==> src/rtl/dot_product_pkg.sv <==
// Shared types and width helpers for the complex dot-product sequencer.
package dot_product_pkg;

    typedef enum logic [1:0] {
        IDLE  = 2'd0,
        ISSUE = 2'd1,
        DRAIN = 2'd2,
        DONE  = 2'd3
    } state_t;

    function automatic int PROD_W(input int width);
        return 2 * width + 1;
    endfunction

    function automatic int ACC_W(input int width, input int addr_w);
        return 2 * width + 1 + addr_w;
    endfunction

endpackage

==> src/rtl/valid_delay_line.sv <==
// Fixed-depth 1-bit shift register that tracks the multiplier latency.
module valid_delay_line #(
    parameter int DEPTH = 2
) (
    input  logic clk,
    input  logic rst,
    input  logic d,
    output logic q
);

    logic [DEPTH-1:0] sr;

    always_ff @(posedge clk or negedge rst) begin
        if (!rst) begin
            sr <= '0;
        end else begin
            sr[0] <= d;
            for (int i = 1; i < DEPTH; i++) begin
                sr[i] <= sr[i-1];
            end
        end
    end

    assign q = sr[DEPTH-1];

endmodule

==> src/rtl/dot_product_sequencer.sv <==
// Sequences RAM reads into the complex multiplier and accumulates the products.
// state | meaning
// IDLE  | waiting for start; results of the last run held
// ISSUE | one RAM read per cycle, addresses 0..len-1
// DRAIN | waiting for the last product to be accumulated
// DONE  | one-cycle done pulse, sums valid
module dot_product_sequencer
    import dot_product_pkg::*;
#(
    parameter int WIDTH    = 8,
    parameter int ADDR_W   = 4,
    parameter int MULT_LAT = 2
) (
    input  logic                                      clk,
    input  logic                                      rst,
    input  logic                                      start,
    input  logic [ADDR_W-1:0]                         len,
    output logic                                      ram_rd_en,
    output logic [ADDR_W-1:0]                         ram_addr,
    output logic                                      mult_en,
    input  logic signed [PROD_W(WIDTH)-1:0]           prod_real,
    input  logic signed [PROD_W(WIDTH)-1:0]           prod_imag,
    output logic signed [ACC_W(WIDTH, ADDR_W)-1:0]    acc_real,
    output logic signed [ACC_W(WIDTH, ADDR_W)-1:0]    acc_imag,
    output logic                                      busy,
    output logic                                      done
);

    localparam int AW = ACC_W(WIDTH, ADDR_W);

    state_t            state;
    logic [ADDR_W-1:0] len_q;
    logic [ADDR_W-1:0] rcv_cnt;
    logic [ADDR_W:0]   issue_next;
    logic [ADDR_W:0]   rcv_next;
    logic              acc_en;

    // ram_addr doubles as the issue counter
    assign issue_next = {1'b0, ram_addr} + (ADDR_W+1)'(1);
    assign rcv_next   = {1'b0, rcv_cnt} + (ADDR_W+1)'(1);

    valid_delay_line #(
        .DEPTH(MULT_LAT)
    ) u_valid_delay_line (
        .clk(clk),
        .rst(rst),
        .d  (mult_en),
        .q  (acc_en)
    );

    always_ff @(posedge clk or negedge rst) begin
        if (!rst) begin
            state     <= IDLE;
            len_q     <= '0;
            rcv_cnt   <= '0;
            ram_rd_en <= 1'b0;
            ram_addr  <= '0;
            mult_en   <= 1'b0;
            acc_real  <= '0;
            acc_imag  <= '0;
            busy      <= 1'b0;
            done      <= 1'b0;
        end else begin
            mult_en <= ram_rd_en;
            done    <= 1'b0;

            if (acc_en) begin
                acc_real <= acc_real + AW'(prod_real);
                acc_imag <= acc_imag + AW'(prod_imag);
                rcv_cnt  <= rcv_cnt + 1'b1;
            end

            case (state)
                IDLE: begin
                    if (start) begin
                        acc_real <= '0;
                        acc_imag <= '0;
                        rcv_cnt  <= '0;
                        busy     <= 1'b1;
                        if (len == '0) begin
                            state <= DONE;
                            done  <= 1'b1;
                        end else begin
                            state     <= ISSUE;
                            len_q     <= len;
                            ram_rd_en <= 1'b1;
                            ram_addr  <= '0;
                        end
                    end
                end
                ISSUE: begin
                    if (issue_next < {1'b0, len_q}) begin
                        ram_addr <= issue_next[ADDR_W-1:0];
                    end else begin
                        ram_rd_en <= 1'b0;
                        state     <= DRAIN;
                    end
                end
                DRAIN: begin
                    // the product landing on this edge is the last one
                    if (acc_en && rcv_next == {1'b0, len_q}) begin
                        state <= DONE;
                        done  <= 1'b1;
                    end
                end
                DONE: begin
                    busy  <= 1'b0;
                    state <= IDLE;
                end
                default: state <= IDLE;
            endcase
        end
    end

endmodule

==> config.mk <==
export PLATFORM = sky130hd
export DESIGN_NAME = dot_product_sequencer
export DESIGN_NICKNAME = d
export VERILOG_FILES = /design/src/rtl/dot_product_pkg.sv /design/src/rtl/valid_delay_line.sv /design/src/rtl/dot_product_sequencer.sv
export SDC_FILE = /design/constraint.sdc
export NUM_CORES = 1
export LEC_CHECK = 0
export BUFFER_PORTS_ARGS = -buffer_cell sky130_fd_sc_hd__buf_2
export CAP_MARGIN = 0
export CORE_MARGIN = 10
export CORE_UTILIZATION = 35
export DETAILED_ROUTE_END_ITERATION = 12
export GPL_ROUTABILITY_DRIVEN = 0
export SLEW_MARGIN = 25
export SYNTH_ARGS = -nofsm -noshare
export SYNTH_HDL_FRONTEND = slang
export SYNTH_SLANG_ARGS = --single-unit
==> constraint.sdc <==
create_clock -name clk -period 2.9 [get_ports clk]
set_input_delay 0 -clock clk [delete_from_list [all_inputs] [get_ports clk]]
set_output_delay 0 -clock clk [all_outputs]
set_load 0.01 [all_outputs]
### After elaboration in Yosys (flattened, before gate mapping)

Index checks and enable logic that the tools add are counted.

* register bits: 62
* input bits: 41
* output and inout port bits: 50
* logic and storage cells: 65

* add/subtract/negate cells: 5
* $lt $le $gt $ge: 1
* eq/ne operators: 9
* mux-type cells: 28
* bitwise operators: 1
* reduce and logical (&&, ||, !) cells: 10

Operators by type and width (number)
* $mux 21: 6
* $add 21x17->21: 2
* $mux 4: 6
* $add 4x1->5 const B: 2
* $ne 2x2->1 const B: 5
* $mux 2: 4
* $pmux 2 s4: 1
* $pmux 4 s2: 1
* $reduce_and 4->1: 2
* $mux 1: 7
* $pmux 1 s2: 3
* $reduce_and 3->1: 2
* $eq 5x4->1: 1
* $lt 5x4->1: 1
* $add 4x1->4 const B: 1
* $eq 2x2->1 const B: 2
* $logic_not 4->1: 1
* $reduce_bool 2->1: 2
* $eq 2x1->1 const B: 1
* $logic_not 2->1: 1
* $reduce_and 2->1: 1
* $logic_and 1x1->1: 1
* $not 1->1: 1

### Longest topological paths before layout

* word-level depth: 5
* mapped depth: 11
* mapped depth without buffers: 11

### Hierarchy

From an unflattened synthesis, not the netlist that was laid out.

* cells, all modules: 542
* area total of the unflattened synthesis: 4895.9 um2

By module, submodules not included
* dot_product_sequencer: instances 1, cells an instance 540, area each 4845.9 um2, sequential area each 1501.4 um2
* valid_delay_line: instances 1, cells an instance 2, area each 50.0 um2, sequential area each 50.0 um2

### Worst setup path before layout

Ideal clock, no wire load.

* path type: register -> register
* start point: register acc_real[0]
* end point: register acc_real[18]
* library setup time: 132 ps
* arrival time: 2238 ps
* data required time: 2768 ps
* slack: 530 ps
* cell stages (with the launch flop): 12
* buffers on the path: 0
* period minus slack after synthesis: 2370 ps
* path through: dfrtp_1 ha_1 inv_1 fa_1 and2b_1 o2111ai_1 a211oi_2 o21ai_2 o311ai_2 xor2_1 mux2i_1 nor2_1

* cells in the longest elaborated chain, start to end: 4

Ends and longest elaborated chain
* start: declaration: RTL line dot_product_sequencer.sv:23 `output logic signed [ACC_W(WIDTH, ADDR_W)-1:0] acc_real,`
* start signal: assignment: RTL line dot_product_sequencer.sv:68 `acc_real <= acc_real + AW'(prod_real);`
* $add 21x17->21 *: RTL line dot_product_sequencer.sv:68
* $mux 21 *: RTL line dot_product_sequencer.sv:67 `if (acc_en) begin`
* $mux 21: RTL line dot_product_sequencer.sv:75 `if (start) begin`
* $mux 21 *: RTL line dot_product_sequencer.sv:73 `case (state)`

Every way passes the cells marked *; elsewhere a longest branch is shown, timed or not.
A chain may end at the register's enable or synchronous reset.

### Final worst setup path

Ends and elaborated chain as after synthesis.

==> qor.csv <==
metric,value,unit
outcome,finished clean,
setup_viol,0,
place_ws,0.360,ns
grt_busiest_layer,met2,
n_fill_cell,1393,
dr_total_vias,4298,
stdcell_count,813,
final_nets,720,
hold_viol,0,
fin_setup_tns,0,ns
p_leak,2.85,nW
area_growth,19.6,%
num_rows,43,
dp_cells,792,
power_frac_seq,23.3,%
power_switching,3.21,mW
synthesis.area,0.00492,mm^2
gr-usage-met2,21.8,%
p_int,3.89,mW
grtUsageMet1,17.8,%
clock.fmax,0.390,GHz
tightest_slew,0.764,ns
io_pins,91,
reg2reg_depth,11,
slew_viol_final,0,
pwr-share-clk,15.6,%
htree_levels,3,
path_clk_slew,0.06,ns
dp_hpwl,9920,um
min_period_over_period,88.4,%
grt_usage,13.9,%
end_kind,flop,
yosysTopAreaCell,dfrtp_1,
yosysTopAreaCellShare,31.6,%
io_buffers,90,
r2r-end,acc_real[18],
die_y,139,um
wl_per_cell,16.3,um
ant_nets,0,
finalPower,7.10,mW
wl,13200,um
worst_slack,0.336,ns
grt_max_degree,43,
globalRouteMet3Util,4.25,%
start_kind,flop,
pwr-share-comb,61.1,%
worstPathArrival,2.78,ns
grt_pass1_wl,22400,um
grt_pass1_vias,4512,
async_flop_share,100,%
ir_drop,0.000344,V
cts_resized,0,
ff2ff_setup_slack,0.34,ns
min_path_type,in2reg,
avgSynthCellArea,9.14,um^2
seq_area,0.00155,mm^2
switching_share,45.2,%
postCtsSetupRepairBufs,0,
hold_end,acc_imag[0],
numCtsBuffers,9,
crit_required,3.11,ns
pwr_density_cell,1210,mW/mm^2
num_antenna_cells,0,
cts_sinks,62,
hold_depth,4,
drt_iter0_drc,216,
yosys_warnings,0,
clkLatencyLatePin,0.35,ns
synth_fp_nets,630,
relSlewSlack,49.1,%
grt-ovfl-total,0,
drive_gt1_share,22.1,%
cap_violations,0,
antenna_found_initial,0,
clk_path_buf_depth,2,
whs,0.0354,ns
hold_start,prod_imag[0],
synth-edff-count,0,
drc,0,
synthFlopType,dfrtp_1,
yosys-top-cells-area,"dfrtp_1 32%, ha_1 12%, mux2i_1 5.3%, xnor2_1 4.8%, nor2_1 4.4%",
rsz0062_at_grt,false,
r2r_start,acc_real[0],
ys_types,65,
firstDrtPassIters,5,
ys_seq_area_share,31.6,%
worstSetupPathType,reg2reg,
cts_tree,built,
synth_seq_cells,62,
cp_max_fo,4,
finClkSkew,0.0104,ns
netlist_instances,538,
die-width,139,um
coreArea,0.0138,mm^2
min_period,2.56,ns
avgViaCountPerCell,5.29,
cts_root_buf,clkbuf_16,
multiInputGateArea,0.00317,mm^2
die_area,0.0192,mm^2
initial_core_util,35.6,%
==> power groups by stage <==
stage          Combinational [mW]  Sequential (mW)  Clock, mW
2_1_floorplan                3.16             1.73          0
3_3_place_gp                 4.26             1.64          0
3_5_place_dp                 4.34             1.66          0
4_1_cts                      4.38             1.65       1.14
5_1_grt                      4.91             1.72       1.18
6_report                     4.34             1.66       1.11
==> kinds of logic (layout without fill, tap and decap cells) <==
group | Yosys count | after routing | share of synthesized area [%]
adder cells (fa/ha/maj) | 51 | 51 | 13.3
XOR/XNOR | 43 | 43 | 7.66
flip-flops | 62 | 62 | 31.6
AND/OR/NAND/NOR | 155 | 155 | 15.6
buffers and inverters | 46 | 141 | 4.02
AO/OA/AOI/OAI | 152 | 152 | 21.9
multiplexers | 29 | 29 | 5.98
==> synthesized netlist by cell type, types with 8 or more instances <==
cell type and count:
o21ai_0 32, nand2_1 33, xnor2_1 27, mux2i_1 26
dfrtp_1 62, ha_1 49, inv_1 24, nand3_1 10
clkbuf_1 11, xor2_1 16, nand4_1 13, a21oi_1 33
nor2_1 57, a211oi_1 8, a21o_1 19
==> flip-flops by register name, indices dropped and copies added (netlist names), 2 cells and up <==
name and count:
acc_real 21, len_q 4, rcv_cnt 4, u_valid_delay_line.sr 2
state 2, acc_imag 21, ram_addr 4
==> critical path, stage by stage, from the launching register on <==
cell	delay, ns
dfrtp_1	0.36
ha_1	0.20
inv_1	0.06
fa_1	0.39
and2b_1	0.23
o2111ai_1	0.18
a211oi_2	0.30
o21ai_2	0.15
o311ai_2	0.25
xor2_1	0.10
mux2i_1	0.15
nor2_1	0.06
==> repair_timing <==
action / CTS / global route
hold buffers: 5 / 0
hold endpoints to repair: 34 / 0
endpoints found under the setup margin: 0 / 0
==> layout make-up <==
| class | count | share of cell area, % |
|---|---|---|
| tap | 180 | 3.83 |
| clock buffer | 10 | 4.06 |
| inverter | 24 | 1.53 |
| timing repair buffer | 101 | 9.27 |
| multi-input combinational | 430 | 53.9 |
| clock inverter | 6 | 1.04 |
| sequential | 62 | 26.4 |
==> per-stage QoR <==
step | cell area, um^2 | utilization (%)
after global routing | 5880 | 42.5
final | 5880 | 42.5
after global placement | 5530 | 40.0
after detailed placement | 5530 | 40.0
after floorplan | 4920 | -
after CTS | 5880 | 42.5
==> routing by layer <==
| metal | vias to the layer above | wire length [um] |
|---|---|---|
| li1 | 2125 | - |
| met1 | 2066 | 6360 |
| met2 | 89 | 6030 |
| met3 | 18 | 668 |
| met4 | 0 | 186 |
| met5 | - | 0 |
==> worst max-delay path by stage <==
stage,start,endpoint,depth (start not counted)
2_1_floorplan,acc_real[0],acc_real[18],11
3_3_place_gp,acc_real[0],acc_real[18],11
3_5_place_dp,acc_real[0],acc_real[14],11
4_1_cts,acc_real[0],acc_real[18],11
5_1_grt,acc_real[0],acc_real[14],11
6_report,acc_real[0],acc_real[18],11
==> layout by cell type, fill, tap and decap left out, types with 3 or more instances in the layout <==
cell | netlist | routed
a21oi_1 | 33 | 33
a211oi_2 | 3 | 3
inv_1 | 24 | 24
buf_2 | 4 | 90
o21a_1 | 6 | 6
nor3_1 | 4 | 4
nor3b_1 | 3 | 3
xnor2_1 | 27 | 27
clkinv_2 | 0 | 3
dfrtp_1 | 62 | 61
clkbuf_16 | 0 | 9
a211oi_1 | 8 | 8
a21oi_2 | 3 | 3
nor2b_1 | 6 | 6
and2_1 | 5 | 5
o21bai_1 | 5 | 5
nor2_1 | 57 | 57
a31oi_1 | 3 | 3
dlygate4sd3_1 | 0 | 5
a22o_1 | 5 | 5
nand3_1 | 10 | 10
nand4_1 | 13 | 13
o21ai_1 | 6 | 6
nand3b_1 | 6 | 6
a21boi_0 | 3 | 3
buf_4 | 3 | 6
xor2_1 | 16 | 16
o21ai_0 | 32 | 32
o2111ai_1 | 4 | 4
a21o_1 | 19 | 19
o21ai_2 | 3 | 3
ha_1 | 49 | 49
mux2i_1 | 26 | 26
nand2b_1 | 4 | 4
nand2_1 | 33 | 33
Power figures use the tool's default switching activity.
